**src/rtl/expr_sig_compactor.sv**
```systemverilog
// Folds each accepted 90-bit expression result into a 32-bit MISR signature and
// compares it against golden_sig after NVEC vectors. Optional: EXPR_SIG_PARITY_EN.
module expr_sig_compactor #(
  parameter int unsigned NVEC = 256,
  parameter logic [31:0] POLY = 32'h04C11DB7,
  parameter logic [31:0] SEED = 32'hFFFFFFFF
) (
  input  logic        clk,
  input  logic        rst_n,
  input  logic        start,
  input  logic        y_valid,
  output logic        y_ready,
  input  logic [89:0] y,
  input  logic [31:0] golden_sig,
  output logic        busy,
  output logic        done,
  output logic        pass,
  output logic [31:0] sig,
  output logic [15:0] vec_cnt,
  output logic [17:0] field_par
);

  localparam logic [15:0] LAST_CNT = 16'(NVEC - 1);

  typedef enum logic [1:0] {
    S_IDLE  = 2'd0,
    S_RUN   = 2'd1,
    S_CHECK = 2'd2,
    S_DONE  = 2'd3
  } state_e;

  state_e      state_q, state_d;
  logic [31:0] sig_q, sig_d;
  logic [15:0] cnt_q, cnt_d;
  logic        pass_q, pass_d;
  logic        xfer;
  logic [31:0] fold;

  // Ready depends on state only, so the upstream valid can never loop back into it.
  assign y_ready = (state_q == S_RUN);
  assign xfer    = y_valid && y_ready;
  assign fold    = y[31:0] ^ y[63:32] ^ {6'b0, y[89:64]};

  always_comb begin
    state_d = state_q;
    sig_d   = sig_q;
    cnt_d   = cnt_q;
    pass_d  = pass_q;
    case (state_q)
      S_IDLE, S_DONE: begin
        if (start) begin
          state_d = S_RUN;
          sig_d   = SEED;
          cnt_d   = '0;
          pass_d  = 1'b0;
        end
      end
      S_RUN: begin
        if (xfer) begin
          sig_d = {sig_q[30:0], 1'b0} ^ (sig_q[31] ? POLY : 32'h0) ^ fold;
          cnt_d = cnt_q + 16'd1;
          if (cnt_q == LAST_CNT) state_d = S_CHECK;
        end
      end
      S_CHECK: begin
        pass_d  = (sig_q == golden_sig);
        state_d = S_DONE;
      end
      default: state_d = S_IDLE;
    endcase
  end

  always_ff @(posedge clk or negedge rst_n) begin
    if (!rst_n) begin
      state_q <= S_IDLE;
      sig_q   <= SEED;
      cnt_q   <= '0;
      pass_q  <= 1'b0;
    end else begin
      state_q <= state_d;
      sig_q   <= sig_d;
      cnt_q   <= cnt_d;
      pass_q  <= pass_d;
    end
  end

  assign busy    = (state_q == S_RUN) || (state_q == S_CHECK);
  assign done    = (state_q == S_DONE);
  assign pass    = pass_q;
  assign sig     = sig_q;
  assign vec_cnt = cnt_q;

`ifdef EXPR_SIG_PARITY_EN
  // LSB position of field idx; fields are packed from the MSB with widths 4,5,6,...
  function automatic int fld_lsb(input int idx);
    int pos;
    pos = 90;
    for (int k = 0; k <= idx; k++) pos -= 4 + (k % 3);
    return pos;
  endfunction

  logic [17:0] fpar;
  logic [17:0] par_q, par_d;
  logic        par_clr;

  for (genvar i = 0; i < 18; i++) begin : g_fld
    localparam int W = 4 + (i % 3);
    localparam int L = fld_lsb(i);
    assign fpar[17-i] = ^y[L +: W];
  end

  assign par_clr = start && ((state_q == S_IDLE) || (state_q == S_DONE));

  always_comb begin
    par_d = par_q;
    if (par_clr)   par_d = '0;
    else if (xfer) par_d = par_q ^ fpar;
  end

  always_ff @(posedge clk or negedge rst_n) begin
    if (!rst_n) par_q <= '0;
    else        par_q <= par_d;
  end

  assign field_par = par_q;
`else
  assign field_par = '0;
`endif

endmodule

```
**config.mk**
```make
export PLATFORM = sky130hd
export DESIGN_NAME = expr_sig_compactor
export DESIGN_NICKNAME = d
export VERILOG_FILES = /design/src/rtl/expr_sig_compactor.sv
export SDC_FILE = /design/constraint.sdc
export NUM_CORES = 1
export LEC_CHECK = 0
export BUFFER_PORTS_ARGS = -buffer_cell sky130_fd_sc_hd__buf_2
export CAP_MARGIN = 20
export CORE_MARGIN = 3
export CORE_UTILIZATION = 25
export DETAILED_ROUTE_END_ITERATION = 8
export SETUP_SLACK_MARGIN = 0.02
export SLEW_MARGIN = 0
export SYNTH_ARGS = -nofsm -noshare
export SYNTH_HDL_FRONTEND = slang
export SYNTH_SLANG_ARGS = --single-unit
```
**constraint.sdc**
```tcl
create_clock -name clk -period 5.7 [get_ports clk]
set_input_delay 0.57 -clock clk [delete_from_list [all_inputs] [get_ports clk]]
set_output_delay 0.57 -clock clk [all_outputs]
set_load 0.01 [all_outputs]
```
After elaboration in Yosys (flattened, before gate mapping) --
Cells that the tools add are included.
Storage, ports and cells: logic and storage cells 39, flip-flop bits (word level) 51
Operators by class: eq/ne operators 8, reduce and logical (&&, ||, !) cells 9, muxes and demuxes 13, bitwise gates (word level) 4, $add $sub $neg 1
Operators with widths (count):
- 32-bit 2-to-1 mux | 2
- 32-bit one-hot mux with 2 select lines | 1
- 32-bit bitwise XOR | 2
- 32-bit == test | 1
- 16-bit 2-to-1 mux | 2
- 16-bit one-hot mux with 2 select lines | 1
- 32-bit by 26-bit bitwise XOR with 32-bit output | 1
- 32-bit by 27-bit bitwise XOR with 32-bit output | 1
- 27-bit 2-to-1 mux | 1
- 16-bit by 1-bit adder with 16-bit output (second input constant) | 1
- 16-bit by 8-bit == test with 1-bit output (second input constant) | 1
- 2-bit 2-to-1 mux | 3
- 2-bit one-hot mux with 3 select lines | 1
- 3-bit AND reduction | 2
- 2-bit == test (second input constant) | 2
- 2-bit by 1-bit inequality test with 1-bit output (second input constant) | 2
- 2-bit nonzero test | 2
- 2-bit by 1-bit == test with 1-bit output (second input constant) | 1
- 2-bit logical NOT | 1
- 2-bit inequality test (second input constant) | 1
- 1-bit one-hot mux with 2 select lines | 1
- 2-bit AND reduction | 1
- 2-bit OR reduction | 1
- 1-bit logical AND | 1
- other kinds (2) | 2

Depth between registers and ports, before layout --
depth after elaboration 5, mapped depth 8, gate-level depth less buffers 7

Least setup slack after synthesis --
No wires, ideal clock.
path type reg2reg, start point register sig_q[31] (netlist: sig[31]), end point register pass_q (netlist: pass), required time 5.596 ns, path slack 3.823 ns, setup time 0.104 ns, stages on the path, launching flop included 7, arrival 1.773 ns, cells stage by stage dfstp_2 -> buf_6 -> xor2_1 -> nor4_1 -> nand4_1 -> or4_1 -> o41ai_2
On the way: cells in the longest elaborated chain, start to end 2
Ends and longest elaborated chain:
- start: declaration | RTL line 33 | logic [31:0] sig_q, sig_d;
- start signal: assignment | RTL line 81 | sig_q <= sig_d;
- 32-bit == test | RTL line 66 | pass_d = (sig_q == golden_sig);
- 1-bit one-hot mux with 2 select lines | RTL line 49 | case (state_q)
- end signal: assignment | RTL line 83 | pass_q <= pass_d;
- end: declaration | RTL line 35 | logic pass_q, pass_d;
Every way passes these cells. A chain may end at the register's enable or synchronous reset.

Worst setup path in the final report --
Ends and elaborated chain as after synthesis.

==> flow_summary.ini <==
[sta]
period_needed_ns = 2.40
tns_ns = 0
slew_violations = 0
fin_crit_sh = 0.421
clock.fmax_ghz = 0.416
hold_violations = 0
fin_worst_skew_ns = 0.00617
rsz0062_at_grt = false
slew-limit-headroom = 0.430
tightest_slew_ns = 0.852
setup_viol = 0

[job]
cap_viol_max_count = 0

[die]
die_y_um = 125
dieArea_mm2 = 0.0157
rows = 43
dieWidth_um = 125
initial_core_util = 0.256
coreArea_mm2 = 0.0139
ios = 196

[route]
first_pass_iters = 4
via_count = 3092
postRouteAntennaNets = 0
via_per_inst = 4.24
drc = 0
avgRoutedWirePerCell_um = 14.7
drt_iter0_drc = 56
routed_wl_um = 10700

[global_routing]
grt_pass1_wl_um = 16900
track_usage = 0.135
grt_overflow = 0
grt_pass1_vias = 3231
grt_max_degree = 52
antenna_found_initial = 0

[clocking]
postCtsSetupRepairBufs = 0
cts_sinks = 51
htreeDepth = 2
clock-root-buffer = clkbuf_16
cts_resized = 0
cts_buffers = 5
cts_tree = yes
clkTransAtPathRegs_ns = 0.07
clk_latency_ns = 0.29
hold_buffers = 0
clock_path_buffers = 2

[yosys]
ys_seq_area_frac = 0.369
synth_area_leader_cell = dfstp_2
synth_area_leaders = dfstp_2 (24%), xor2_1 (18%), xnor2_1 (18%), dfrtp_1 (13%), nor2_1 (4.8%)
syn_area_per_cell_um2 = 9.56
synth_top_area_share = 0.236
synth_ff_type = dfstp_2
synth_cell_type_count = 33
synth_edf_count = 0
yosysWarnings = 0
synth-seq-cells = 51
async_reset_ff_frac = 1.00
syn_inst = 373
syn-cell-area_mm2 = 0.00357

[setup_path]
end_kind = flip-flop
worstPathMaxFanout = 17
path_class = reg2reg
reg2reg_slack_ns = 3.30
crit_required_ns = 5.89
start_kind = flip-flop
cp.arrival_ns = 2.59

[power]
leakagePower_nw = 2.13
vdd_drop_max_mv = 0.111
power_mw = 1.79
powerDensity_mw_per_mm2 = 377

[cells_and_area]
layout-drive-gt1-share = 0.404
diodes = 0
layout_commonest_cell = buf_2
nFillCells = 1463
final_cell_mix = buf_2 (177), xor2_1 (75), xnor2_1 (72)
synthToLayoutAreaGrowth_pct = 32.8
nets = 679

[worst_hold_path]
hp-class = in2async

[placed_design]
gp_congestion = 0.792
numPortBuffers = 177
hpwl_um = 8670

[outcome]
status = complete, no violations
per-stage QoR:
stage | util | area [µm²] | hold WS [ns] | setup slack (ns) | cells
finish | 0.340 | 4730 | 0.402 | 3.30 | 729
global route | 0.340 | 4730 | 0.456 | 3.18 | 729
CTS | 0.340 | 4730 | 0.429 | 3.25 | 729
detailed placement | 0.329 | 4580 | 0.524 | 3.23 | 721
global placement | 0.329 | 4580 | 0.520 | 3.23 | 721
floorplan | - | 3630 | 0.274 | 3.82 | 390
state kept, by name, indices dropped and copies added, names as in the netlist:
register,count
sig,32
vec_cnt,16
state_q,2
pass,1
per-layer routing:
layer	vias up	part of all wire	GRT usage
met5	-	0	0
met3	8	0.059	0.0282
met4	0	0.0092	0.0287
met2	127	0.51	0.241
met1	1433	0.42	0.168
li1	1524	-	-
critical path, cell delays in order (launching register included):
cell and delay (ns):
dfstp_2 0.89, xor2_1 0.13, nor4_1 0.35, nand4_1 0.19, or4_1 0.54, o41ai_2 0.20
where the power goes:
group	internal (mW)	total [mW]	switching (mW)	leakage, nW
combinational	0.367	0.839	0.472	1.46
clock	0.187	0.320	0.133	0.0772
sequential	0.496	0.626	0.130	0.596
total	1.05	1.79	0.735	2.13
worst paths after layout:
| kind | startpoint | cells past startpoint | endpoint |
|---|---|---|---|
| min in group clk | sig[0] | 2 | sig[0] |
| worst max-delay path | sig[31] | 5 | pass |
| worst min-delay path | rst_n | 2 | vec_cnt[7] |
| worst min register to register | sig[0] | 2 | sig[0] |
| worst max register to register | sig[31] | 5 | pass |
| max in group asynchronous | rst_n | 2 | vec_cnt[11] |
logic make-up after synthesis:
logic type | share of synthesized area
XOR/XNOR | 0.361
AND/OR/NAND/NOR | 0.122
adder cells (fa/ha/maj) | 0.0175
buffers and inverters | 0.0572
flip-flops | 0.369
multiplexers | 0.0119
other | 0.00105
AO/OA/AOI/OAI | 0.0596
cells in the mapped netlist (all sizes together), types with 3 or more instances:
master / count
xnor2: 72
nor2: 46
clkbuf: 9
dfrtp: 19
xor2: 75
buf: 20
a21oi: 34
nand4: 7
ha: 5
dfstp: 32
nand2: 11
nor3: 4
nand3: 3
nor4: 9
inv: 5
cell type report:
cell class	instances	area (µm²)	area share
multi-input combinational	305	2110	0.446
sequential	51	1320	0.278
timing repair buffer	180	908	0.192
tap	180	225	0.0476
clock buffer	8	156	0.0330
inverter	5	18.8	0.00396
(Power assumes the default switching activity.)
